File: src/rtl/id_ex_pipe_reg.sv
// -----------------------------------------------------------------------------
// id_ex_pipe_reg
//
// ID/EX pipeline register for a 5-stage MIPS pipeline. It registers the
// register-file read data, sign-extended immediate, register specifiers and
// WB/M/EX control bits that the EX stage consumes. It also detects load-use
// hazards, stalls the front end, and inserts a one-cycle bubble into EX.
//
// Ports:
//   clk, reset                  pipeline clock, synchronous active-high reset
//   id_read_data1/2, id_sign_ext  ID operand data (32 bit)
//   id_rs, id_rt, id_rd         ID register specifiers
//   id_wb_ctl  [1]=RegWrite [0]=MemtoReg
//   id_m_ctl   [2]=Branch [1]=MemRead [0]=MemWrite
//   id_ex_ctl  [3]=RegDst [2:1]=ALUOp [0]=ALUSrc
//   id_valid                    ID holds a real instruction
//   flush                       discard the ID instruction (taken branch)
//   hold                        freeze the whole register
//   ex_*                        registered copies of the above
//   ex_valid                    EX holds a real instruction
//   stall                       combinational; hold PC and IF/ID this cycle
//   bubble_count                saturating count of load-use bubbles
// -----------------------------------------------------------------------------
module id_ex_pipe_reg #(
    parameter int unsigned CNT_W = 16
) (
    input  logic             clk,
    input  logic             reset,
    input  logic [31:0]      id_read_data1,
    input  logic [31:0]      id_read_data2,
    input  logic [31:0]      id_sign_ext,
    input  logic [4:0]       id_rs,
    input  logic [4:0]       id_rt,
    input  logic [4:0]       id_rd,
    input  logic [1:0]       id_wb_ctl,
    input  logic [2:0]       id_m_ctl,
    input  logic [3:0]       id_ex_ctl,
    input  logic             id_valid,
    input  logic             flush,
    input  logic             hold,
    output logic [31:0]      ex_read_data1,
    output logic [31:0]      ex_read_data2,
    output logic [31:0]      ex_sign_ext,
    output logic [4:0]       ex_rs,
    output logic [4:0]       ex_rt,
    output logic [4:0]       ex_rd,
    output logic [1:0]       ex_wb_ctl,
    output logic [2:0]       ex_m_ctl,
    output logic [3:0]       ex_ex_ctl,
    output logic             ex_valid,
    output logic             stall,
    output logic [CNT_W-1:0] bubble_count
);

    logic [31:0]      r_read_data1;
    logic [31:0]      r_read_data2;
    logic [31:0]      r_sign_ext;
    logic [4:0]       r_rs;
    logic [4:0]       r_rt;
    logic [4:0]       r_rd;
    logic [1:0]       r_wb_ctl;
    logic [2:0]       r_m_ctl;
    logic [3:0]       r_ex_ctl;
    logic             r_valid;
    logic [CNT_W-1:0] r_bubble_count;

    logic w_haz;
    logic w_bubble;
    logic w_count_inc;

    // Load in EX whose destination is read by ID. The rt compare is applied
    // even when ID does not actually read rt; this is deliberately conservative.
    always_comb begin
        w_haz = r_valid & r_m_ctl[1] & (r_rt != 5'd0) & id_valid &
                ((r_rt == id_rs) | (r_rt == id_rt));
    end

    // Flush takes priority over the hazard: the dependent instruction is
    // discarded anyway, so no stall and no count.
    always_comb begin
        stall       = w_haz & ~flush & ~reset;
        w_bubble    = flush | w_haz;
        w_count_inc = w_haz & ~flush & (r_bubble_count != {CNT_W{1'b1}});
    end

    always_ff @(posedge clk) begin
        if (reset) begin
            r_read_data1   <= 32'd0;
            r_read_data2   <= 32'd0;
            r_sign_ext     <= 32'd0;
            r_rs           <= 5'd0;
            r_rt           <= 5'd0;
            r_rd           <= 5'd0;
            r_wb_ctl       <= 2'd0;
            r_m_ctl        <= 3'd0;
            r_ex_ctl       <= 4'd0;
            r_valid        <= 1'b0;
            r_bubble_count <= {CNT_W{1'b0}};
        end else if (!hold) begin
            if (w_bubble) begin
                // Bubble: all fields cleared so EX sees a true NOP and
                // waveforms stay deterministic.
                r_read_data1 <= 32'd0;
                r_read_data2 <= 32'd0;
                r_sign_ext   <= 32'd0;
                r_rs         <= 5'd0;
                r_rt         <= 5'd0;
                r_rd         <= 5'd0;
                r_wb_ctl     <= 2'd0;
                r_m_ctl      <= 3'd0;
                r_ex_ctl     <= 4'd0;
                r_valid      <= 1'b0;
            end else begin
                r_read_data1 <= id_read_data1;
                r_read_data2 <= id_read_data2;
                r_sign_ext   <= id_sign_ext;
                r_rs         <= id_rs;
                r_rt         <= id_rt;
                r_rd         <= id_rd;
                r_wb_ctl     <= id_wb_ctl;
                r_m_ctl      <= id_m_ctl;
                r_ex_ctl     <= id_ex_ctl;
                r_valid      <= id_valid;
            end
            if (w_count_inc) begin
                r_bubble_count <= r_bubble_count + 1'b1;
            end
        end
    end

    assign ex_read_data1 = r_read_data1;
    assign ex_read_data2 = r_read_data2;
    assign ex_sign_ext   = r_sign_ext;
    assign ex_rs         = r_rs;
    assign ex_rt         = r_rt;
    assign ex_rd         = r_rd;
    assign ex_wb_ctl     = r_wb_ctl;
    assign ex_m_ctl      = r_m_ctl;
    assign ex_ex_ctl     = r_ex_ctl;
    assign ex_valid      = r_valid;
    assign bubble_count  = r_bubble_count;

endmodule
File: config.mk
export PLATFORM = sky130hd
export DESIGN_NAME = id_ex_pipe_reg
export DESIGN_NICKNAME = d
export VERILOG_FILES = /design/src/rtl/id_ex_pipe_reg.sv
export SDC_FILE = /design/constraint.sdc
export NUM_CORES = 1
export LEC_CHECK = 0
export ABC_AREA = 1
export CORE_MARGIN = 2
export CORE_UTILIZATION = 45
export CTS_BUF_LIST = sky130_fd_sc_hd__clkbuf_8
export CTS_CLUSTER_DIAMETER = 60
export DETAILED_ROUTE_END_ITERATION = 7
export PLACE_DENSITY = 0.83
export SYNTH_ARGS = -nofsm -noshare
export SYNTH_HDL_FRONTEND = slang
export SYNTH_SLANG_ARGS = --single-unit
File: constraint.sdc
create_clock -name clk -period 3.15 [get_ports clk]
set_clock_uncertainty 0.2 [all_clocks]
set_input_delay 0.63 -clock clk [delete_from_list [all_inputs] [get_ports clk]]
set_output_delay 0.63 -clock clk [all_outputs]
set_load 0.01 [all_outputs]
==> results of run 1 <==
[cell type report]
type,instances,area (um2),area share (%)
inverters,25,96.3,1.11
repair buffers,275,2750,31.8
multi-input cells,520,2410,27.9
well taps,147,184,2.13
flip-flops and latches,137,2740,31.7
diodes,1,2.50,0.0289
clock inverters,10,174,2.01
clock buffers,21,289,3.34
[logic make-up after synthesis]
kind of cell	after synthesis	share of synthesized area, %
and+or+nand+nor	379	29.5
DFF	137	49.5
AOI/OAI and AO/OA	129	12.0
buffers and inverters	81	6.98
xor gates and xnor gates	11	1.74
adders and majority gates	1	0.226
[worst max-delay path, stage by stage]
cell             delay, ns
clkdlybuf4s50_1       0.53
inv_1                 0.06
nand2_1               0.06
nand2_1               0.05
nor2_1                0.12
nand3_2               0.09
nand2_1               0.10
nand3_1               0.09
nor2_1                0.15
dlygate4sd2_1         0.30
[layer usage]
layer	wire length (um)	up-vias	track usage, %
met4	457	0	9.64
met2	8180	253	42.3
met5	0	-	0
met3	1780	35	10.9
li1	-	2910	-
met1	6870	2705	29.3
[state kept, by name, summed over array words and instances (netlist names), 3 cells and up]
name / count
bubble_count: 16
ex_read_data2: 32
ex_sign_ext: 32
ex_ex_ctl: 4
ex_rd: 5
ex_read_data1: 32
ex_m_ctl: 3
ex_rs: 5
ex_rt: 5
[final timing paths]
| check | start | to | slack, ns | depth (start not counted) |
|---|---|---|---|---|
| max reg2reg | ex_rt[0] | ex_read_data2[13] | 0.51 | 10 |
| min reg2reg | ex_read_data2[28] | ex_read_data2[28] | 0.26 | 2 |
| max | id_rt[3] | stall | 0.14 | 10 |
| min | ex_read_data2[28] | ex_read_data2[28] | 0.26 | 2 |
[power breakdown]
group | switching, uW | internal [uW]
sequential | 32.1 | 1790
clock | 645 | 1010
combinational | 238 | 295
[stage by stage]
stage | instance area, um2 | hold slack [ns] | utilization, % | std cells
5_1_grt | 8650 | 0.278 | 72.0 | 1135
2_1_floorplan | 5540 | 0.281 | - | 738
6_report | 8650 | 0.259 | 72.0 | 1136
3_5_place_dp | 8190 | 0.255 | 68.2 | 1104
4_1_cts | 8650 | 0.263 | 72.0 | 1135
3_3_place_gp | 8190 | 0.242 | 68.2 | 1104
[placed cells by master (no fill, tap or decap), types with 4 or more instances in the layout]
cell and instances:
clkdlybuf4s50_1 259, nand2_1 183, dfxtp_1 137, nand3_1 127, a21oi_1 121, nor2_1 56, inv_1 24, clkbuf_8 21
buf_4 12, xor2_1 7, o21bai_1 7, nand4_1 5, bufinv_16 5, xnor2_1 4
[repair_timing]
action	4_1_cts	5_1_grt
gates resized for setup	1	0
buffers inserted	0	0
endpoints found under the setup margin	1	0
==> metrics, run 1 <==
Longest Clk Path Bufs 2; Pwr Total 4010 uW; fin worst setup slack about 0.14 ns; gr ovfl total 0; First-pass DRT Iterations 5; crit end category output pin; DR iter-0 viols 482; Synth Instances 738; Die X 115 um; routability cong. between 0.8 and 0.9; Rel. slew slack 32.4%; post-synth top area share around half; CTS Buf Count 17; Synthesis Warnings 0; synthesized area per cell between 7 and 8 um2; Min Clock Period, post-route between 3 and 4 ns; worst-margin pin slew between 1 and 1.5 ns; Area Overhead vs Synth 56.1%; Worst-Skew Late Latency approximately 0.44 ns; top_reg_cell synth dfxtp_1; register area share after synthesis 49.5%; Total Routed Length roughly 17000 um; setup violators final 0; largest net degree at the start of global routing 130; Initial Utilization about 46%; die area ~0.013 mm2; syn_nets around 860; Worst setup SP type primary input; total leakage power between 0.003 and 0.004 uW; peak fanout along the critical path 3; status finished, final reports clean; Max Slew Vio Count 0; WP data arrival around 2.2 ns; Yosys top cell by area dfxtp_1; most frequent cells after synthesis nand2_1, dfxtp_1, nand3_1; Synth area leaders dfxtp_1, nand2_1, nand3_1; first-pass GRT wire length about 27000 um; Hold Buf Count CTS 0; vias in the first global route roughly 5400; H-tree depth 4; Port Buffers roughly 260; WP data required about 2.3 ns; Worst Setup Path Type primary input to output pin; EDFF count, synth 0; Setup TNS 0 ns; Synth async-reset ratio 0%; die span in y 115 um; row count 40; CTS clk-pin slew, worst paths around 0.070 ns; layout cell share with drive strength beyond 1 roughly 5.4%; CTS tree built; final hold vios 0; filler instances about 980; Post-DP HPWL ~12000 um; Mapped Area between 0.005 and 0.006 mm2; Min-Delay Path Class register to register; post-synth cell types 25; All-Layer GR Usage around a quarter; ANT nets after route 0; initial antenna violation count 1; root buf cell clkbuf_8; pre-CTS WS -0.0911 ns; Yosys reg bits 137; RSZ-0062 raised after global routing no; most frequent cell after synthesis nand2_1; FMAX ~330 MHz; NumNets Final 1102; I/O pin total about 260; core area roughly 0.012 mm2; CTS sink count 137; drt drc 0; peak supply drop 308 uV; Cell Pwr Density 464 mW/mm2; drt wl/cell around 15 um; period utilisation layout roughly 95%; Max Cap Violations 0; DR vias 5903; vias per inst roughly 5.2
(Power assumes the default switching activity.)
==> run 2, diff against run 1 <==
CORE_ASPECT_RATIO = 0.75   (was not set)
CORE_UTILIZATION = 46   (was 45)
PLACE_DENSITY = 0.85   (was 0.83)
==> metrics, run 2 (synthesized netlist as in run 1, its figures left out) <==
Area after DPL 0.00819 mm2 (about the same); Hold Buf Count CTS 0 (unchanged); row count 34 (-15%); Max Cap Violations 0 (unchanged); Pint 3030 uW (-2.3%); sequential share of power 45.5% (about the same); commonest non-fill, non-tap cell in the layout clkdlybuf4s50_1; cell count along the critical path 10 (unchanged); Worst Setup Path Type primary input to output pin; setup violators final 0 (unchanged); worst r2r dst ex_read_data2[0]; period utilisation layout 94.6% (-0.90 points); Area Overhead vs Synth 56.1% (unchanged); drt wl/cell 15.4 um (+0.91%); DR vias 5873 (-0.51%); gr ovfl total 0 (unchanged); Max Slew Vio Count 0 (unchanged); Longest Clk Path Bufs 2 (unchanged); worst-margin pin slew 0.720 ns (-0.291 ns); Worst R2R Setup Slack 0.76 ns (+0.25 ns); Crit-path slowest cell clkdlybuf4s50_1; peak supply drop 403 uV (+31%); NumNets Final 1102 (unchanged); Initial Utilization 47.5% (+1.4 points); first-pass GRT wire length 27500 um (+3.4%); Cell Pwr Density 462 mW/mm2 (-0.37%); I/O pin total 263 (unchanged); ANT nets after route 0 (unchanged); vias per inst 5.10 (-1.8%); initial antenna violation count 0 (-1); DR iter-0 viols 401 (-17%); CTS Buf Count 17 (unchanged); largest net degree at the start of global routing 73 (-44%); routability cong. 0.870 (+7.0%); total leakage power 0.00318 uW (-0.55%); status finished, final reports clean; worst-path cell chain clkdlybuf4s50_1, inv_1, nand2_1, nand2_1, nor2_1, nand3_2, nand2_1, nand3_1, nor2_1, dlygate4sd2_1; vias in the first global route 5511 (+2.5%); Multi-input gate area 0.00241 mm2 (unchanged); Worst-Skew Late Latency 0.44 ns (about the same); reg2reg start ex_rt[0]; CTS clk-pin slew, worst paths 0.08 ns (about the same); Post-DP HPWL 12100 um (+5.1%); Psw 972 uW (+6.1%); WP data arrival 2.15 ns (-0.03 ns); commonest non-fill, non-tap cells in the layout clkdlybuf4s50_1, nand2_1, dfxtp_1, nand3_1, a21oi_1; Largest stage delay, worst path 0.52 ns (about the same); hold depth 2 (unchanged); All-Layer GR Usage 26.8% (+1.3 points); Min Clock Period, post-route 2.98 ns (-0.0283 ns); core area 0.0117 mm2 (-3.0%); Total Routed Length 17700 um (+2.2%); CTS sink count 137 (unchanged); Rel. slew slack 52.0% (+20 points); H-tree depth 4 (unchanged); CTS tree built; Worst setup SP type primary input; hold path startpoint ex_read_data2[2]; WP data required 2.32 ns (about the same); combinational power share 13.3% (about the same); Min-Delay Path Class register to register; # diodes 0 (-1); First-pass DRT Iterations 5 (unchanged); peak fanout along the critical path 3 (unchanged); Sw Share 24.3% (+1.5 points); die area 0.0129 mm2 (-2.0%); drt drc 0 (unchanged); pre-CTS WS -0.0799 ns (+0.0112 ns); filler instances 925 (-5.5%); Clk pwr share 41.2% (about the same); layout cell share with drive strength beyond 1 5.56% (+0.20 points); crit end category output pin; final hold vios 0 (unchanged); most frequent CP cell nand2_1; R2R cell count 10 (unchanged); sink of the worst hold path ex_read_data2[2]; Die X 131 um (+14%); die span in y 99.0 um (-14%); crit-path leading delay family buffers and inverters; RSZ-0062 raised after global routing no; sequential cell area 0.00274 mm2 (unchanged); Buf/Inv on CP 3 (unchanged); FMAX 336 MHz (+0.95%); fin worst setup slack 0.171 ns (+0.0283 ns); root buf cell clkbuf_8; Port Buffers 262 (unchanged); design area 0.00865 mm2 (unchanged)
-- run 2: how the worst max path moves through the flow --
stage / startpoint / to
4_1_cts: id_rt[3] / stall
3_3_place_gp: id_rt[3] / stall
2_1_floorplan: id_rt[3] / stall
3_5_place_dp: id_rt[3] / stall
5_1_grt: id_rt[3] / stall
6_report: id_rt[3] / stall
-- run 2: cell type report --
| type | count | share of cell area [%] |
|---|---|---|
| sequential | 137 | 31.7 |
| timing repair buffer | 275 | 31.7 |
| multi-input combinational | 520 | 27.9 |
| clock buffer | 17 | 2.70 |
| clock inverter | 15 | 2.60 |
| tap | 162 | 2.34 |
| inverter | 25 | 1.11 |
-- run 2: power groups by stage --
stage	clock, uW	combinational, uW	sequential (uW)
6_report	1650	532	1820
5_1_grt	1750	574	1830
4_1_cts	1680	534	1820
3_5_place_dp	0	530	1860
3_3_place_gp	0	526	1860
2_1_floorplan	0	187	1890
-- run 2: tightest hold or removal path, cell delays in order (launching register included) --
cell,delay (ns)
dfxtp_1,0.31
nand2_1,0.06
a21oi_1,0.05
-- run 2: per-layer routing --
metal  vias to the layer above  global-route usage (%)  wire [um]
li1                       2911                       -          -
met1                      2686                    31.8       7000
met2                       240                    43.5       8340
met3                        36                    10.8       1900
met4                         0                    9.98        432
met5                         -                       0          0
-- run 2: through the flow --
stage / TNS, ns / utilization (%) / hold WS, ns / instances / total power, uW
floorplan: 0 / - / 0.281 / 738 / 2070
global placement: 0 / 70.3 / 0.245 / 1119 / 2380
detailed placement: -0.0799 / 70.3 / 0.255 / 1119 / 2390
CTS: 0 / 74.2 / 0.267 / 1151 / 4030
global route: 0 / 74.2 / 0.287 / 1151 / 4150
finish: 0 / 74.2 / 0.265 / 1151 / 4000
-- run 2: what timing repair did --
item                       CTS  global route
setup buffers                0             0
resized for setup            1             0
setup endpoints to repair    1             0
